`config.mk`:
```
export PLATFORM = sky130hd
export DESIGN_NAME = pipeline_hazard_ctrl
export DESIGN_NICKNAME = d
export VERILOG_FILES = /design/src/rtl/pipe_ctrl_pkg.sv /design/src/rtl/hazard_scoreboard.sv /design/src/rtl/pipeline_hazard_ctrl.sv
export SDC_FILE = /design/constraint.sdc
export NUM_CORES = 1
export LEC_CHECK = 0
export CELL_PAD_IN_SITES_DETAIL_PLACEMENT = 1
export CELL_PAD_IN_SITES_GLOBAL_PLACEMENT = 2
export CORE_MARGIN = 4
export CORE_UTILIZATION = 31
export DETAILED_ROUTE_END_ITERATION = 10
export PLACE_DENSITY = 0.89
export SLEW_MARGIN = 20
export SYNTH_ARGS = -nofsm -noshare
export SYNTH_HDL_FRONTEND = slang
export SYNTH_HIERARCHICAL = 1
export SYNTH_SLANG_ARGS = --single-unit
export TNS_END_PERCENT = 100
```
`constraint.sdc`:
```
create_clock -name clk -period 2.2 [get_ports clk]
set_input_delay 0.22 -clock clk [delete_from_list [all_inputs] [get_ports clk]]
set_output_delay 0.22 -clock clk [all_outputs]
set_load 0.02 [all_outputs]
```
`src/rtl/pipe_ctrl_pkg.sv`:
```
// Shared encodings for the pipeline hazard controller: FSM states, forwarding
// selects, the scoreboard slot record and the operand forwarding decision.
package pipe_ctrl_pkg;

   typedef enum logic [1:0] {
      ST_RUN      = 2'd0,
      ST_LU_STALL = 2'd1,
      ST_FREEZE   = 2'd2,
      ST_UNUSED   = 2'd3
   } ctrl_state_t;

   localparam logic [1:0] FWD_RF   = 2'b00;
   localparam logic [1:0] FWD_EXE  = 2'b01;
   localparam logic [1:0] FWD_MEM  = 2'b10;
   localparam logic [1:0] FWD_LOAD = 2'b11;

   typedef struct packed {
      logic       wreg;
      logic       m2reg;
      logic [4:0] rn;
   } slot_t;

   // r0 never matches; a load still sitting in EXE is not forwardable from EXE.
   function automatic logic [1:0] fwd_sel(input logic [4:0] r, input slot_t e, input slot_t m);
      if (e.wreg && !e.m2reg && (e.rn != 5'd0) && (e.rn == r))
         return FWD_EXE;
      else if (m.wreg && (m.rn != 5'd0) && (m.rn == r))
         return m.m2reg ? FWD_LOAD : FWD_MEM;
      else
         return FWD_RF;
   endfunction

endpackage

```
`src/rtl/hazard_scoreboard.sv`:
```
// Shadow copies of the destination info held in the EXE and MEM pipeline slots.
module hazard_scoreboard
   import pipe_ctrl_pkg::*;
(
   input  logic  clk,
   input  logic  clrn,
   input  logic  en,
   input  logic  bubble,
   input  slot_t id_slot,
   output slot_t e_slot,
   output slot_t m_slot
);

   slot_t e_reg, m_reg;

   always_ff @(posedge clk or negedge clrn) begin
      if (!clrn) begin
         e_reg <= '0;
         m_reg <= '0;
      end else if (en) begin
         m_reg <= e_reg;
         e_reg <= bubble ? '0 : id_slot;
      end
   end

   assign e_slot = e_reg;
   assign m_slot = m_reg;

endmodule

```
`src/rtl/pipeline_hazard_ctrl.sv`:
```
// Hazard control for a 5-stage pipeline: load-use stall, memory-wait freeze,
// branch flush, operand forwarding and saturating stall/flush counters.
module pipeline_hazard_ctrl
   import pipe_ctrl_pkg::*;
(
   input  logic        clk,
   input  logic        clrn,
   input  logic [4:0]  id_rs,
   input  logic [4:0]  id_rt,
   input  logic        id_use_rs,
   input  logic        id_use_rt,
   input  logic        id_wreg,
   input  logic        id_m2reg,
   input  logic [4:0]  id_rn,
   input  logic        branch_taken,
   input  logic        mem_ready,
   output logic        pipe_en,
   output logic        wpcir,
   output logic        idexe_bubble,
   output logic        ifid_flush,
   output logic [1:0]  fwda,
   output logic [1:0]  fwdb,
   output logic [1:0]  ctrl_state,
   output logic [15:0] stall_cycles,
   output logic [15:0] flush_count
);

   ctrl_state_t state_reg, state_next;
   slot_t       id_slot, e_slot, m_slot;
   logic        load_use;
   logic [15:0] stall_reg, flush_reg;

   assign id_slot = '{wreg: id_wreg, m2reg: id_m2reg, rn: id_rn};

   hazard_scoreboard u_scoreboard (
      .clk     (clk),
      .clrn    (clrn),
      .en      (pipe_en),
      .bubble  (idexe_bubble),
      .id_slot (id_slot),
      .e_slot  (e_slot),
      .m_slot  (m_slot)
   );

   assign load_use = e_slot.wreg && e_slot.m2reg && (e_slot.rn != 5'd0) &&
                     ((id_use_rs && (id_rs == e_slot.rn)) ||
                      (id_use_rt && (id_rt == e_slot.rn)));

   always_ff @(posedge clk or negedge clrn) begin
      if (!clrn)
         state_reg <= ST_RUN;
      else
         state_reg <= state_next;
   end

   // Outputs follow the current inputs; the state register only records
   // which condition applied, so the unused encoding simply falls back to RUN.
   always_comb begin
      state_next   = ST_RUN;
      pipe_en      = 1'b1;
      wpcir        = 1'b1;
      idexe_bubble = 1'b0;
      ifid_flush   = 1'b0;
      if (!mem_ready) begin
         state_next = ST_FREEZE;
         pipe_en    = 1'b0;
         wpcir      = 1'b0;
      end else if (load_use) begin
         state_next   = ST_LU_STALL;
         wpcir        = 1'b0;
         idexe_bubble = 1'b1;
      end else if (branch_taken) begin
         ifid_flush = 1'b1;
      end
      if (!clrn) begin
         pipe_en      = 1'b1;
         wpcir        = 1'b1;
         idexe_bubble = 1'b0;
         ifid_flush   = 1'b0;
      end
   end

   assign fwda = clrn ? fwd_sel(id_rs, e_slot, m_slot) : FWD_RF;
   assign fwdb = clrn ? fwd_sel(id_rt, e_slot, m_slot) : FWD_RF;

   always_ff @(posedge clk or negedge clrn) begin
      if (!clrn) begin
         stall_reg <= '0;
         flush_reg <= '0;
      end else begin
         if (!wpcir && (stall_reg != 16'hFFFF))
            stall_reg <= stall_reg + 16'd1;
         if (ifid_flush && (flush_reg != 16'hFFFF))
            flush_reg <= flush_reg + 16'd1;
      end
   end

   assign ctrl_state   = state_reg;
   assign stall_cycles = stall_reg;
   assign flush_count  = flush_reg;

endmodule

```
==> qor.yml, run 1 <==
core_region_area_mm2: 0.007848
area_growth_syn_to_layout_pct: 58.49
rsz0062_at_grt: "yes"
yosysSeqAreaShare_pct: 47.11
cp_max_fo: 5
final_common_cell: "clkdlybuf4s50_1"
port-buffer-count: 64
wl_per_cell_um: 19.06
drtAntennaViolNets: 0
layout-drive-gt1-share_pct: 31.87
initial_utilization_pct: 32.49
portion_of_synthesized_cell_area_occupied_by_the_leading_cell_type_pct: 47.11
clock_latency_ns: 0.31
gpl.final_weighted_congestion: 0.7855
cp-start-kind: "flip-flop"
number_of_enable_flip_flop_cells_after_synthesis: 0
top_reg_cell_synth: "dfrtp_1"
cts-htree-levels: 2
post_synth_main_area_contributors: "dfrtp_1 47%, xnor2_1 8.9%, xor2_1 6.9%"
cts-root-buf: "clkbuf_8"
floorplan.die_area_mm2: 0.009741
power.density_mw_per_mm2: 701.4
postSynthNetCount: 262
tritoncts: "done"
cts.clk_slew.worst_paths_ns: 0.10
drc: 0
regToRegEndpoint: "flush_count[14]"
maxCapViolCount: 0
critical_path_stages: 8
hold_path_class: "primary input to asynchronous set/reset pin"
floorplan.die.height_um: 98.70
drt_iter0_markers: 99
synth_async_sr_flop_share_pct: 100.0
via_count_of_the_first_global_routing_pass: 2597
finalCriticalPeriod_ns: 2.300
post-route-worst-setup-slack_ns: -0.09962
die_w_um: 98.70
path_buf_inv: 3
fin_setup_tns_ns: -0.2703
finalHoldViolations: 0
final-setup-viol-count: 8
grt_pass1_wl_um: 13650
timing.rr.start: "u_scoreboard/e_slot[0]"
cp_cell_sequence: "or3_4 -> buf_6 -> o311a_4 -> buf_6 -> a21oi_4 -> buf_6 -> and4_1 -> mux2_4"
grt_max_degree: 37
final_net_count: 388
vias: 2390
violations: "negative setup slack"
timing_worst_slew_pin_value_ns: 0.6761
crit_path_start: "u_scoreboard/e_slot[0]"
post-synth-top-area-cell: "dfrtp_1"
detailed_place_hpwl_um: 6273
antennaDiodeCount: 0
final_design_area_no_fill_mm2: 0.004041
fin_hold_ws_ns: 0.001690
status: "finished, violations left"
reg2reg_slack_ns: -0.1
layout.cells.most_common_list: "56 x clkdlybuf4s50_1, 53 x buf_4, 48 x dfrtp_1"
dpl-instance-area_mm2: 0.003675
finalMaxSlewViolations: 0
endpoint: "flush_count[14]"
yosys_warnings: 6
avgSynthCellArea_um2: 10.76
route.detailed.vias_per_inst: 5.129
drt_first_pass_iters: 4
critical_path.endpoint_type: "flip-flop"
cp.required_ns: 2.41
crit_path_max_incr_delay_ns: 0.41
synthesis.area_mm2: 0.002550
fmaxAchievable_mhz: 434.9
io_pins: 65
arrival_ns: 2.51
cpLargestDelayFamily: "simple AND/OR/NAND/NOR gates"
layout_worst_path_cycle_share_pct: 104.5
postSynthCellCount: 237
p_leak_nw: 1.811
maximum_count_of_clock_buffers_along_a_single_path: 2
timing.max_slew.rel_slack_pct: 53.76
cpMaxStageDelayCell: "or3_4"
critical_path.most_common_cell: "buf_6"
clkSinkCount: 48
fin_util_pct: 51.50
num_rows: 32
grt_util_all_layers_pct: 17.49
finClkSkew_ns: 0.01671
tritoncts.num_buffers: 5
worst-r2r-cell-count: 8
global_route.overflow_total: 0
yosys.cell_types.count: 40
timing.setup.critical_path_class: "flip-flop to flip-flop"
routed_wl_um: 8884
peakVddDrop_uv: 497.1
synth-seq-cells: 48
antenna_violations_before_repair: 0
power.total_mw: 2.835
-- synth_stat cells (3+ instances only) --
| library cell | instances |
|---|---|
| a21oi_1 | 3 |
| nand3_1 | 11 |
| mux2_4 | 6 |
| nand3b_1 | 7 |
| mux2_2 | 5 |
| nand2_1 | 17 |
| xnor2_1 | 26 |
| nor4_1 | 3 |
| nand4_1 | 17 |
| inv_1 | 10 |
| xor2_1 | 20 |
| nor2b_1 | 3 |
| nor3_1 | 7 |
| dfrtp_1 | 48 |
| and3_1 | 8 |
| nor2_1 | 9 |
| o21ai_0 | 7 |
-- power by group --
part	switching (mW)	internal [mW]	leakage, nW
registers	0.139	1.00	0.617
logic	0.483	0.518	1.13
clock network	0.320	0.372	0.0614
-- metrics by stage --
step / setup slack [ns] / cells
floorplan: 0.05828 / 237
global placement: -0.4349 / 451
detailed placement: -0.4428 / 451
CTS: -0.09694 / 464
global route: -0.1932 / 466
finish: -0.09962 / 466
-- logic make-up after synthesis --
group	Yosys count	share of synthesized area (%)
fa+ha+maj	2	0.9812
mux	11	5.741
flops	48	47.10
xor+xnor	46	15.80
simple gates	91	19.58
buf+inv	13	2.306
compound gates	26	8.489
-- flip-flops by register name, summed over array words and instances (netlist names) --
register,flops
u_scoreboard/m_slot,7
u_scoreboard/e_slot,7
stall_cycles,16
flush_count,16
ctrl_state,2
-- worst min-delay path by stage --
| stage | startpoint | endpoint | slack, ns | depth (start not counted) |
|---|---|---|---|---|
| 2_1_floorplan | clrn | ctrl_state[0] | -0.08 | 0 |
| 3_3_place_gp | clrn | flush_count[1] | 0.18 | 2 |
| 3_5_place_dp | clrn | flush_count[0] | 0.18 | 2 |
| 4_1_cts | clrn | stall_cycles[5] | 0.02 | 2 |
| 5_1_grt | clrn | stall_cycles[5] | 0.03 | 2 |
| 6_report | clrn | stall_cycles[4] | 0.002 | 2 |
-- layer usage --
layer / share of wire, % / global-route usage [%]
met5: 0 / 0
met4: 2.4 / 4.622
met3: 4.0 / 2.760
met1: 42 / 22.55
met2: 52 / 30.53
-- timing repair --
| action | CTS | global route |
|---|---|---|
| hold buffers | 1 | 0 |
| endpoints found under the setup margin | 16 | 33 |
| setup buffers | 4 | 2 |
| pin swaps | 5 | 16 |
| gates cloned | 0 | 0 |
| gates resized for setup | 50 | 24 |
| endpoints found under the hold margin | 2 | 0 |
-- area by class of cell --
cell class	count	area, µm²
Timing Repair Buffer	122	1072
Multi-Input combinational cell	176	1481
Inverter	10	37.54
Sequential cell	48	1201
Clock inverter	2	38.79
Clock buffer	6	82.58
Tap cell	102	127.6
Fill cell	891	3806
Power figures use the tool's default switching activity.
==> run 2, diff against run 1 <==
--- a/config.mk
+++ b/config.mk
@@ -7,11 +7,9 @@
 export LEC_CHECK = 0
 export CELL_PAD_IN_SITES_DETAIL_PLACEMENT = 1
 export CELL_PAD_IN_SITES_GLOBAL_PLACEMENT = 2
-export CORE_MARGIN = 4
 export CORE_UTILIZATION = 31
 export DETAILED_ROUTE_END_ITERATION = 10
 export PLACE_DENSITY = 0.89
-export SLEW_MARGIN = 20
 export SYNTH_ARGS = -nofsm -noshare
 export SYNTH_HDL_FRONTEND = slang
 export SYNTH_HIERARCHICAL = 1
==> qor.yml, run 2 (same netlist as run 1, synthesis figures left out) <==
core_region_area_mm2: 0.007848  # unchanged
power_switching_uw: 917.0  # -2.7%
detailedPlace.worstSlack_ns: -0.4276  # +0.01522 ns
antenna_violations_before_repair: 0  # unchanged
cp_max_fo: 4  # -1
vias: 2319  # -3.0%
routed_wl_um: 7892  # -11%
clkSinkCount: 48  # unchanged
via_count_of_the_first_global_routing_pass: 2497  # -3.9%
peakVddDrop_uv: 511.8  # +2.9%
crit_path_max_incr_delay_ns: 0.41  # about the same
finalCriticalPeriod_ns: 2.295  # -0.005101 ns
floorplan.die_area_mm2: 0.008592  # -12%
rsz0062_at_grt: "yes"
timing.setup.critical_path_class: "flip-flop to flip-flop"
crit_path_start: "u_scoreboard/e_slot[1]"
arrival_ns: 2.50  # about the same
drc: 0  # unchanged
finalMaxSlewViolations: 0  # unchanged
maxCapViolCount: 0  # unchanged
drt_iter0_markers: 55  # -44%
wl_per_cell_um: 16.90  # -11%
num_rows: 32  # unchanged
post-route-worst-setup-slack_ns: -0.09452  # +0.005101 ns
final-instance-count-excl-fill: 467  # +0.21%
timing_worst_slew_pin_value_ns: 0.5248  # -0.1513 ns
path_buf_inv: 3  # unchanged
grt_pass1_wl_um: 12920  # -5.4%
hold_path_class: "primary input to asynchronous set/reset pin"
cpMaxStageDelayCell: "or3_4"
final_net_count: 389  # +0.26%
layout.cells.most_common_list: "56 x clkdlybuf4s50_1, 55 x buf_4, 48 x dfrtp_1"
port-buffer-count: 64  # unchanged
violations: "negative setup slack"
floorplan.die.height_um: 92.70  # -6.1%
final_common_cell: "clkdlybuf4s50_1"
tritoncts.num_buffers: 5  # unchanged
power.total_mw: 2.794  # -1.4%
fmaxAchievable_mhz: 435.8  # +0.22%
cpLargestDelayFamily: "simple AND/OR/NAND/NOR gates"
status: "finished, violations left"
cp.required_ns: 2.40  # about the same
timing.max_slew.rel_slack_pct: 64.69  # +11 points
tritoncts: "done"
finalHoldViolations: 0  # unchanged
worst-r2r-cell-count: 8  # unchanged
global_route.overflow_total: 0  # unchanged
timing.rr.start: "u_scoreboard/e_slot[1]"
die_w_um: 92.70  # -6.1%
clock_latency_ns: 0.31  # about the same
antennaDiodeCount: 0  # unchanged
detailed_place_hpwl_um: 5659  # -9.8%
combinationalPowerShare_pct: 35.9  # +0.6 points
initial_utilization_pct: 32.49  # unchanged
multi_input_comb_area_mm2: 0.001406  # -5.1%
final-setup-viol-count: 6  # -2
share_seq_of_total_power_pct: 40.1  # -0.2 points
cp_cell_sequence: "or3_4 -> buf_6 -> o311a_4 -> buf_6 -> a21oi_4 -> buf_6 -> and4_1 -> mux2_4"
layout-drive-gt1-share_pct: 28.22  # -3.6 points
route.detailed.vias_per_inst: 4.966  # -3.2%
cp-start-kind: "flip-flop"
gpl.final_weighted_congestion: 0.7810  # -0.57%
finClkSkew_ns: 0.007643  # -0.009070 ns
cts-htree-levels: 2  # unchanged
maximum_count_of_clock_buffers_along_a_single_path: 2  # unchanged
grt_util_all_layers_pct: 19.40  # +1.9 points
drt_first_pass_iters: 4  # unchanged
p_leak_nw: 1.754  # -3.2%
cts.clk_slew.worst_paths_ns: 0.10  # about the same
critical_path.most_common_cell: "buf_6"
critical_path_stages: 8  # unchanged
layout_worst_path_cycle_share_pct: 104.3  # -0.23 points
power.density_mw_per_mm2: 701.9  # about the same
seq_area_mm2: 0.001201  # unchanged
critical_path.endpoint_type: "flip-flop"
cts-root-buf: "clkbuf_8"
area_growth_syn_to_layout_pct: 56.08
switching_share_pct: 32.82  # -0.41 points
filler_cells: 908  # +1.9%
grt_max_degree: 42  # +14%
io_pins: 65  # unchanged
drtAntennaViolNets: 0  # unchanged
placedCellCount: 452  # +0.22%
power.clock.fraction_pct: 24.0  # -0.4 points
p_int_mw: 1.877  # -0.84%
run 2: cell count changes in the layout (fill, tap and decap cells not counted), sizes merged:
cell / previous run / this run
buf: 65 / 66
clkbuf: 6 / 5
clkinv: 1 / 2
run 2: metrics by stage:
step	TNS (ns)	cell area [µm²]	hold WS (ns)	util [%]
after CTS	-0.1868	3902	0.4763	49.73
after detailed placement	-3.973	3695	0.2768	47.08
after global placement	-2.810	3695	0.2654	47.08
after floorplan	0	2550	-0.07559	-
after global routing	-1.512	3980	0.4697	50.72
final	-0.2608	3980	0.4620	50.72
run 2: final cells by class:
cell class	instances	share of cell area, %
clock buffers	5	1.729
inverters	10	0.9431
repair buffers	123	27.41
flip-flops and latches	48	30.18
clock inverters	3	1.195
well taps	102	3.207
multi-input cells	176	35.33
run 2: power groups by stage:
stage	combinational, mW	sequential (mW)	clock (mW)
global route	1.08	1.14	0.719
CTS	0.958	1.12	0.684
global placement	0.902	1.13	0
detailed placement	0.927	1.14	0
floorplan	0.261	1.27	0
finish	1.00	1.12	0.671
run 2: worst paths after layout:
kind / to / slack (ns)
max: flush_count[14] / -0.09
min: flush_count[11] / 0.46
max reg2reg: flush_count[14] / -0.09
min reg2reg: flush_count[15] / 0.52
max in group asynchronous: stall_cycles[15] / 1.25
min in group clk: u_scoreboard/e_slot[2] / 0.49
run 2: per-layer routing:
metal	global-route usage (%)	vias up	part of all wire (%)
met1	25.44	1171	45
met3	3.366	10	3.4
li1	-	1094	-
met4	5.641	0	1.4
met5	0	-	0
met2	32.78	44	51
run 2: worst min-delay path, stage by stage:
cell           delay (ns)
dlygate4sd3_1        0.52
buf_2                0.16
buf_12               0.24
run 2: timing repair:
| action | CTS | global route |
|---|---|---|
| hold endpoints to repair | 32 | 0 |
| hold buffers | 1 | 0 |
| setup buffers | 2 | 4 |
| pin swaps | 4 | 6 |
| resized for setup | 50 | 8 |
| endpoints found under the setup margin | 15 | 22 |
==> run 3, diff against run 2 <==
--- a/config.mk
+++ b/config.mk
@@ -8,6 +8,7 @@
 export CELL_PAD_IN_SITES_DETAIL_PLACEMENT = 1
 export CELL_PAD_IN_SITES_GLOBAL_PLACEMENT = 2
 export CORE_UTILIZATION = 31
+export CTS_BUF_LIST = sky130_fd_sc_hd__clkbuf_4 sky130_fd_sc_hd__clkbuf_8 sky130_fd_sc_hd__clkbuf_16
 export DETAILED_ROUTE_END_ITERATION = 10
 export PLACE_DENSITY = 0.89
 export SYNTH_ARGS = -nofsm -noshare
==> results of run 3 <==
Same layout as run 2: the final DEF is identical, and so are final timing and power.
